<file path="config.mk">
export PLATFORM = sky130hd
export DESIGN_NAME = ksa_shuffle_flat
export DESIGN_NICKNAME = d
export VERILOG_FILES = /design/src/rtl/rc4_pkg.sv /design/src/rtl/ksa_shuffle_if.sv /design/src/rtl/ksa_shuffle_key_byte_sel.sv /design/src/rtl/ksa_shuffle.sv /design/src/flat_wrapper.sv
export SDC_FILE = /design/constraint.sdc
export NUM_CORES = 1
export LEC_CHECK = 0
export CORE_MARGIN = 2
export CORE_UTILIZATION = 58
export CTS_BUF_LIST = sky130_fd_sc_hd__clkbuf_2
export CTS_CLUSTER_SIZE = 24
export DETAILED_ROUTE_END_ITERATION = 8
export HOLD_SLACK_MARGIN = 0.06
export PLACE_DENSITY = 0.82
export SLEW_MARGIN = 20
export SYNTH_ARGS = -nofsm -noshare
export SYNTH_HDL_FRONTEND = slang
export SYNTH_SLANG_ARGS = --single-unit
export TNS_END_PERCENT = 1
</file>
<file path="constraint.sdc">
create_clock -name clk -period 8.7 [get_ports clk]
set_input_delay 1.74 -clock clk [delete_from_list [all_inputs] [get_ports clk]]
set_output_delay 1.74 -clock clk [all_outputs]
set_load 0.01 [all_outputs]
</file>
<file path="src/rtl/rc4_pkg.sv">
// Shared RC4 types and constants used by the init, key-scheduling and decrypt stages.
package rc4_pkg;

  typedef logic [7:0] byte_t;

  localparam int KEY_LEN_DEFAULT = 3;

  typedef enum logic [3:0] {
    IDLE   = 4'd0,
    RD_I   = 4'd1,
    WAIT_I = 4'd2,
    GET_I  = 4'd3,
    RD_J   = 4'd4,
    WAIT_J = 4'd5,
    GET_J  = 4'd6,
    WR_I   = 4'd7,
    WR_J   = 4'd8,
    DONE   = 4'd9
  } ksa_state_t;

  // Width of a counter that indexes KEY_LEN key bytes (at least one bit).
  function automatic int kidx_width(input int key_len);
    return (key_len > 1) ? $clog2(key_len) : 1;
  endfunction

endpackage

</file>
<file path="src/rtl/ksa_shuffle_if.sv">
// Start/complete handshake plus single-port S RAM bus between the KSA stage and its environment.
interface ksa_shuffle_if #(
  parameter int KEY_LEN = rc4_pkg::KEY_LEN_DEFAULT,
  parameter int ADDR_W  = 8
) ();

  logic                   start;
  logic [8*KEY_LEN-1:0]   secret_key;
  rc4_pkg::byte_t         q;
  logic [ADDR_W-1:0]      address;
  rc4_pkg::byte_t         data;
  logic                   wren;
  logic                   complete;

  modport master (
    input  start, secret_key, q,
    output address, data, wren, complete
  );

  modport slave (
    output start, secret_key, q,
    input  address, data, wren, complete
  );

endinterface

</file>
<file path="src/rtl/ksa_shuffle_key_byte_sel.sv">
// Selects key byte kidx from the latched key; byte 0 is the most significant byte.
module key_byte_sel
  import rc4_pkg::*;
#(
  parameter int KEY_LEN = KEY_LEN_DEFAULT,
  parameter int KIDX_W  = kidx_width(KEY_LEN)
) (
  input  logic [8*KEY_LEN-1:0] key,
  input  logic [KIDX_W-1:0]    kidx,
  output byte_t                key_byte
);

  byte_t bytes [KEY_LEN];

  // Split the packed key into bytes, MSB first.
  always_comb begin
    for (int k = 0; k < KEY_LEN; k++) begin
      bytes[k] = key[8*(KEY_LEN-k)-1 -: 8];
    end
  end

  assign key_byte = bytes[kidx];

endmodule

</file>
<file path="src/rtl/ksa_shuffle.sv">
// RC4 key-scheduling stage: swaps S[i] and S[j] for every i using a one-wait-state single-port RAM.
module ksa_shuffle
  import rc4_pkg::*;
#(
  parameter int KEY_LEN = KEY_LEN_DEFAULT,
  parameter int ADDR_W  = 8
) (
  input  logic          clk,
  input  logic          reset,
  ksa_shuffle_if.master bus
);

  localparam int KIDX_W = kidx_width(KEY_LEN);

  ksa_state_t            state_r, state_nxt_s;
  logic [ADDR_W-1:0]     i_r, j_r;
  logic [KIDX_W-1:0]     kidx_r;
  byte_t                 si_r, sj_r;
  logic [8*KEY_LEN-1:0]  key_r;
  byte_t                 key_byte_s;
  logic                  last_i_s;

  logic [ADDR_W-1:0]     address_s;
  byte_t                 data_s;
  logic                  wren_s;
  logic                  complete_s;

  key_byte_sel #(.KEY_LEN(KEY_LEN), .KIDX_W(KIDX_W)) u_key_byte_sel (
    .key      (key_r),
    .kidx     (kidx_r),
    .key_byte (key_byte_s)
  );

  assign last_i_s = (i_r == {ADDR_W{1'b1}});

  // State register.
  always_ff @(posedge clk or posedge reset) begin
    if (reset) begin
      state_r <= IDLE;
    end else begin
      state_r <= state_nxt_s;
    end
  end

  // Next-state decode; every state except IDLE lasts exactly one cycle.
  always_comb begin
    state_nxt_s = state_r;
    case (state_r)
      IDLE:    if (bus.start) state_nxt_s = RD_I; else state_nxt_s = IDLE;
      RD_I:    state_nxt_s = WAIT_I;
      WAIT_I:  state_nxt_s = GET_I;
      GET_I:   state_nxt_s = RD_J;
      RD_J:    state_nxt_s = WAIT_J;
      WAIT_J:  state_nxt_s = GET_J;
      GET_J:   state_nxt_s = WR_I;
      WR_I:    state_nxt_s = WR_J;
      WR_J:    if (last_i_s) state_nxt_s = DONE; else state_nxt_s = RD_I;
      DONE:    state_nxt_s = IDLE;
      default: state_nxt_s = IDLE;
    endcase
  end

  // Index, key and swap-operand registers.
  always_ff @(posedge clk or posedge reset) begin
    if (reset) begin
      i_r    <= '0;
      j_r    <= '0;
      kidx_r <= '0;
      si_r   <= 8'h00;
      sj_r   <= 8'h00;
      key_r  <= '0;
    end else begin
      case (state_r)
        IDLE: begin
          if (bus.start) begin
            key_r  <= bus.secret_key;
            i_r    <= '0;
            j_r    <= '0;
            kidx_r <= '0;
          end
        end
        GET_I: begin
          si_r <= bus.q;
          j_r  <= j_r + ADDR_W'(bus.q) + ADDR_W'(key_byte_s);
        end
        GET_J: sj_r <= bus.q;
        WR_J: begin
          if (!last_i_s) begin
            i_r    <= i_r + ADDR_W'(1);
            // Wrap counter keeps kidx == i mod KEY_LEN without a divider.
            kidx_r <= (kidx_r == KIDX_W'(KEY_LEN - 1)) ? '0 : kidx_r + KIDX_W'(1);
          end
        end
        default: ;
      endcase
    end
  end

  // RAM bus decode from registered state only, so q has no combinational path to the outputs.
  always_comb begin
    address_s  = '0;
    data_s     = 8'h00;
    wren_s     = 1'b0;
    complete_s = 1'b0;
    case (state_r)
      RD_I, WAIT_I: address_s = i_r;
      RD_J, WAIT_J: address_s = j_r;
      WR_I: begin
        address_s = i_r;
        data_s    = sj_r;
        wren_s    = 1'b1;
      end
      WR_J: begin
        address_s = j_r;
        data_s    = si_r;
        wren_s    = 1'b1;
      end
      DONE:    complete_s = 1'b1;
      default: ;
    endcase
  end

  assign bus.address  = address_s;
  assign bus.data     = data_s;
  assign bus.wren     = wren_s;
  assign bus.complete = complete_s;

endmodule

</file>
<file path="src/flat_wrapper.sv">
// flat-port wrapper written by rule: the top's interface ports become plain ports
module ksa_shuffle_flat import rc4_pkg::*;
#(
  parameter int KEY_LEN = KEY_LEN_DEFAULT,
  parameter int ADDR_W  = 8
)
  (clk, reset, bus_start, bus_secret_key, bus_q, bus_address, bus_data, bus_wren, bus_complete);
  ksa_shuffle_if #(.KEY_LEN(KEY_LEN), .ADDR_W(ADDR_W)) bus_i ();
  input  logic clk;
  input  logic reset;
  input wire logic [$bits(bus_i.start)-1:0] bus_start;
  input wire logic [$bits(bus_i.secret_key)-1:0] bus_secret_key;
  input wire logic [$bits(bus_i.q)-1:0] bus_q;
  output wire logic [$bits(bus_i.address)-1:0] bus_address;
  output wire logic [$bits(bus_i.data)-1:0] bus_data;
  output wire logic [$bits(bus_i.wren)-1:0] bus_wren;
  output wire logic [$bits(bus_i.complete)-1:0] bus_complete;
  assign bus_i.start = bus_start;
  assign bus_i.secret_key = bus_secret_key;
  assign bus_i.q = bus_q;
  assign bus_address = bus_i.address;
  assign bus_data = bus_i.data;
  assign bus_wren = bus_i.wren;
  assign bus_complete = bus_i.complete;
  ksa_shuffle #(.KEY_LEN(KEY_LEN), .ADDR_W(ADDR_W)) u_core (.clk(clk), .reset(reset), .bus(bus_i));
endmodule
</file>
==> metrics <==
critical path, cell by cell=nand2_1 -> nor2_1 -> a22o_1 -> clkdlybuf4s50_1; slowest library cell on the worst path=dfrtp_1; Finish-stage setup viols=0; Leak=1.82 nW; grt met3 use=6.97%; drt via density=5.60; CTS tree=built; crit-path max cell delay=0.73 ns; final net count=447; Design Power=1.38 mW; top cells by area, synth=dfrtp_1 46%, nand2_1 10%, mux2_2 5.7%, fa_1 4.8%, o21ai_0 3.6%; worst-path maximum fanout=20; crit path buf inv count=1; busiest grt layer=met2; total CTS buffers=9; Util after Layout=72.3%; Post-synth ARST share=100%; Fin Clk Skew=0.0303 ns; die area=6440 um^2; clock-pin slew on the worst setup and hold paths=0.18 ns; antenna violations before repair=0; placed insts=458; Post-Synthesis Cells=351; DP Wirelength=4.94 mm; Synth Flop Type=dfrtp_1; family with the most delay on the worst path=simple AND/OR/NAND/NOR gates; setup TNS=0 ns; total congestion overflow=0; H-tree levels=3; first-pass GRT wire length=12.2 mm; initial detailed-routing violation count=229; GPL Wtd Cong=0.873; fin crit period=4.62 ns; synth unique cells=43; port bufs=52; Cell Area, Synth=3370 um^2; core region area=5570 um^2; post-synthesis register bit count=62; status=finished clean; layout cells sized above 1=9.70%; Synth-to-Final Area Change=19.6%; die width=80.2 um; met1 usage=35.4%; Mapped Avg Cell Area=9.60 um^2; diode count=0; # IOs=53; CP endpoint kind=primary output; fin cells=474; Synth warnings=0; CP arrival=2.88 ns; root buffer cell=clkbuf_2; Mapped Nets=401; Slew HR=37.5%; most common cell in the synthesized netlist=nand2_1; share of the synthesized area in the top cell type=46.0%; Final Max Slew Viols=0; largest net degree at the start of global routing=63; CTS Hold Bufs=0; Post-synth EDFFs=0; Die H=80.2 um; count of maximum capacitance violations=0; Post-Route WL=7.27 mm; Synth area leader=dfrtp_1; startpoint types=flop; clk_lat worst skew=0.48 ns; Slew @ Worst Pin=0.935 ns; clock buffer depth=2; # Post-CTS Setup Buffers=0; vias in the first global route=2538; placed instance area=3910 um^2; Worst Hold Class=flop to flop; crit share post-route=53.0%; RSZ-0062 raised after global routing=no; GRT Overall Usage=25.0%; FF-to-FF setup slack=5.17 ns; Rows=27; CTS sink count=62; initial core utilization=60.5%; Final Hold Viols=0; Design Area, Final=4030 um^2; synth cell count leaders=94 x nand2_1, 62 x dfrtp_1, 24 x o21ai_0, 17 x mux2_2, 16 x nor2_1; Initial DRT Pass Iterations=4; cells resized by post-CTS repair=0; kind of critical path=flop to primary output; GR Util met2=38.1%; Max VDD drop=255 uV; pwr/cell area=342 nW/um^2; sequential share of the synthesized area=46.0%; Critical Path RT=6.96 ns; vias=2655; fmax=0.217 GHz; # DRC=0; Final ANT Viol Nets=0; WL/cell=15.3 um
-- metal layers --
layer,vias up,part of all wire [%]
met4,0,1.0
met3,11,5.2
met5,-,0
li1,1287,-
met2,68,47
met1,1289,46
-- through the flow --
| stage | hold slack, ns | setup WS, ns |
|---|---|---|
| final | 0.494 | 4.08 |
| after global routing | 0.516 | 3.87 |
| after CTS | 0.500 | 4.13 |
| after detailed placement | 0.463 | 4.28 |
| after global placement | 0.457 | 4.38 |
| after floorplan | 0.445 | 4.95 |
-- tightest hold or removal path: stages, from the launching register on --
cell	delay (ns)
dfrtp_1	0.38
nand2_1	0.05
nand2_1	0.05
-- state kept, by name, indices dropped and copies added, names as in the netlist --
register,count
u_core.state_r,4
u_core.i_r,8
u_core.sj_r,8
u_core.key_r,24
u_core.si_r,8
u_core.kidx_r,2
u_core.j_r,8
-- cells in the final DEF, fill, tap and decap left out, types with 2 or more instances in the layout --
cell type and instances:
nand2_1 94, dfrtp_1 62, clkdlybuf4s50_1 52, o21ai_0 24, mux2_2 17, nor2_1 16
nand3_1 12, mux2i_1 10, a22o_1 10, clkbuf_2 10, fa_1 8, a21oi_1 7
xor2_1 7, inv_1 7, ha_1 7, a22oi_1 6, xnor2_1 5, o21ai_1 4
nor3_1 3, nor2b_1 3, nand2b_1 3, clkinv_1 3, and3_1 2, or3_1 2
o21a_1 2, nor3b_1 2, o22ai_1 2, bufinv_16 2, buf_4 2
-- area by class of cell --
type / count / area (um^2)
Clock buffer: 10 / 50.0
Tap cell: 72 / 90.1
Inverter: 8 / 30.0
Sequential cell: 62 / 1550
Fill cell: 417 / 1540
Multi-Input combinational cell: 262 / 1700
Clock inverter: 6 / 76.3
Timing Repair Buffer: 54 / 536
-- report_power, final --
part / leakage, nW / internal [mW] / switching (mW)
clock network: 0.0784 / 0.0934 / 0.102
registers: 0.782 / 0.408 / 0.116
logic: 0.957 / 0.318 / 0.342
-- kinds of logic after synthesis --
group / after synthesis / synth area share [%]
AOI/OAI and AO/OA: 62 / 12.4
xor gates and xnor gates: 12 / 3.12
adders and majority gates: 15 / 7.35
buffers and inverters: 27 / 3.60
DFF: 62 / 46.0
muxes: 27 / 8.65
and+or+nand+nor: 146 / 18.9
-- path summary, 6_finish.rpt --
check                                   from                end  depth (start not counted)
hold reg to reg             u_core.key_r[22]   u_core.key_r[22]                          2
max in group asynchronous              reset  u_core.state_r[3]                          3
min in group asynchronous              reset      u_core.j_r[6]                          3
setup / recovery           u_core.state_r[1]        bus_data[0]                          4
hold / removal              u_core.key_r[22]   u_core.key_r[22]                          2
setup reg to reg            u_core.kidx_r[0]      u_core.j_r[7]                         13
(Power assumes the default switching activity.)
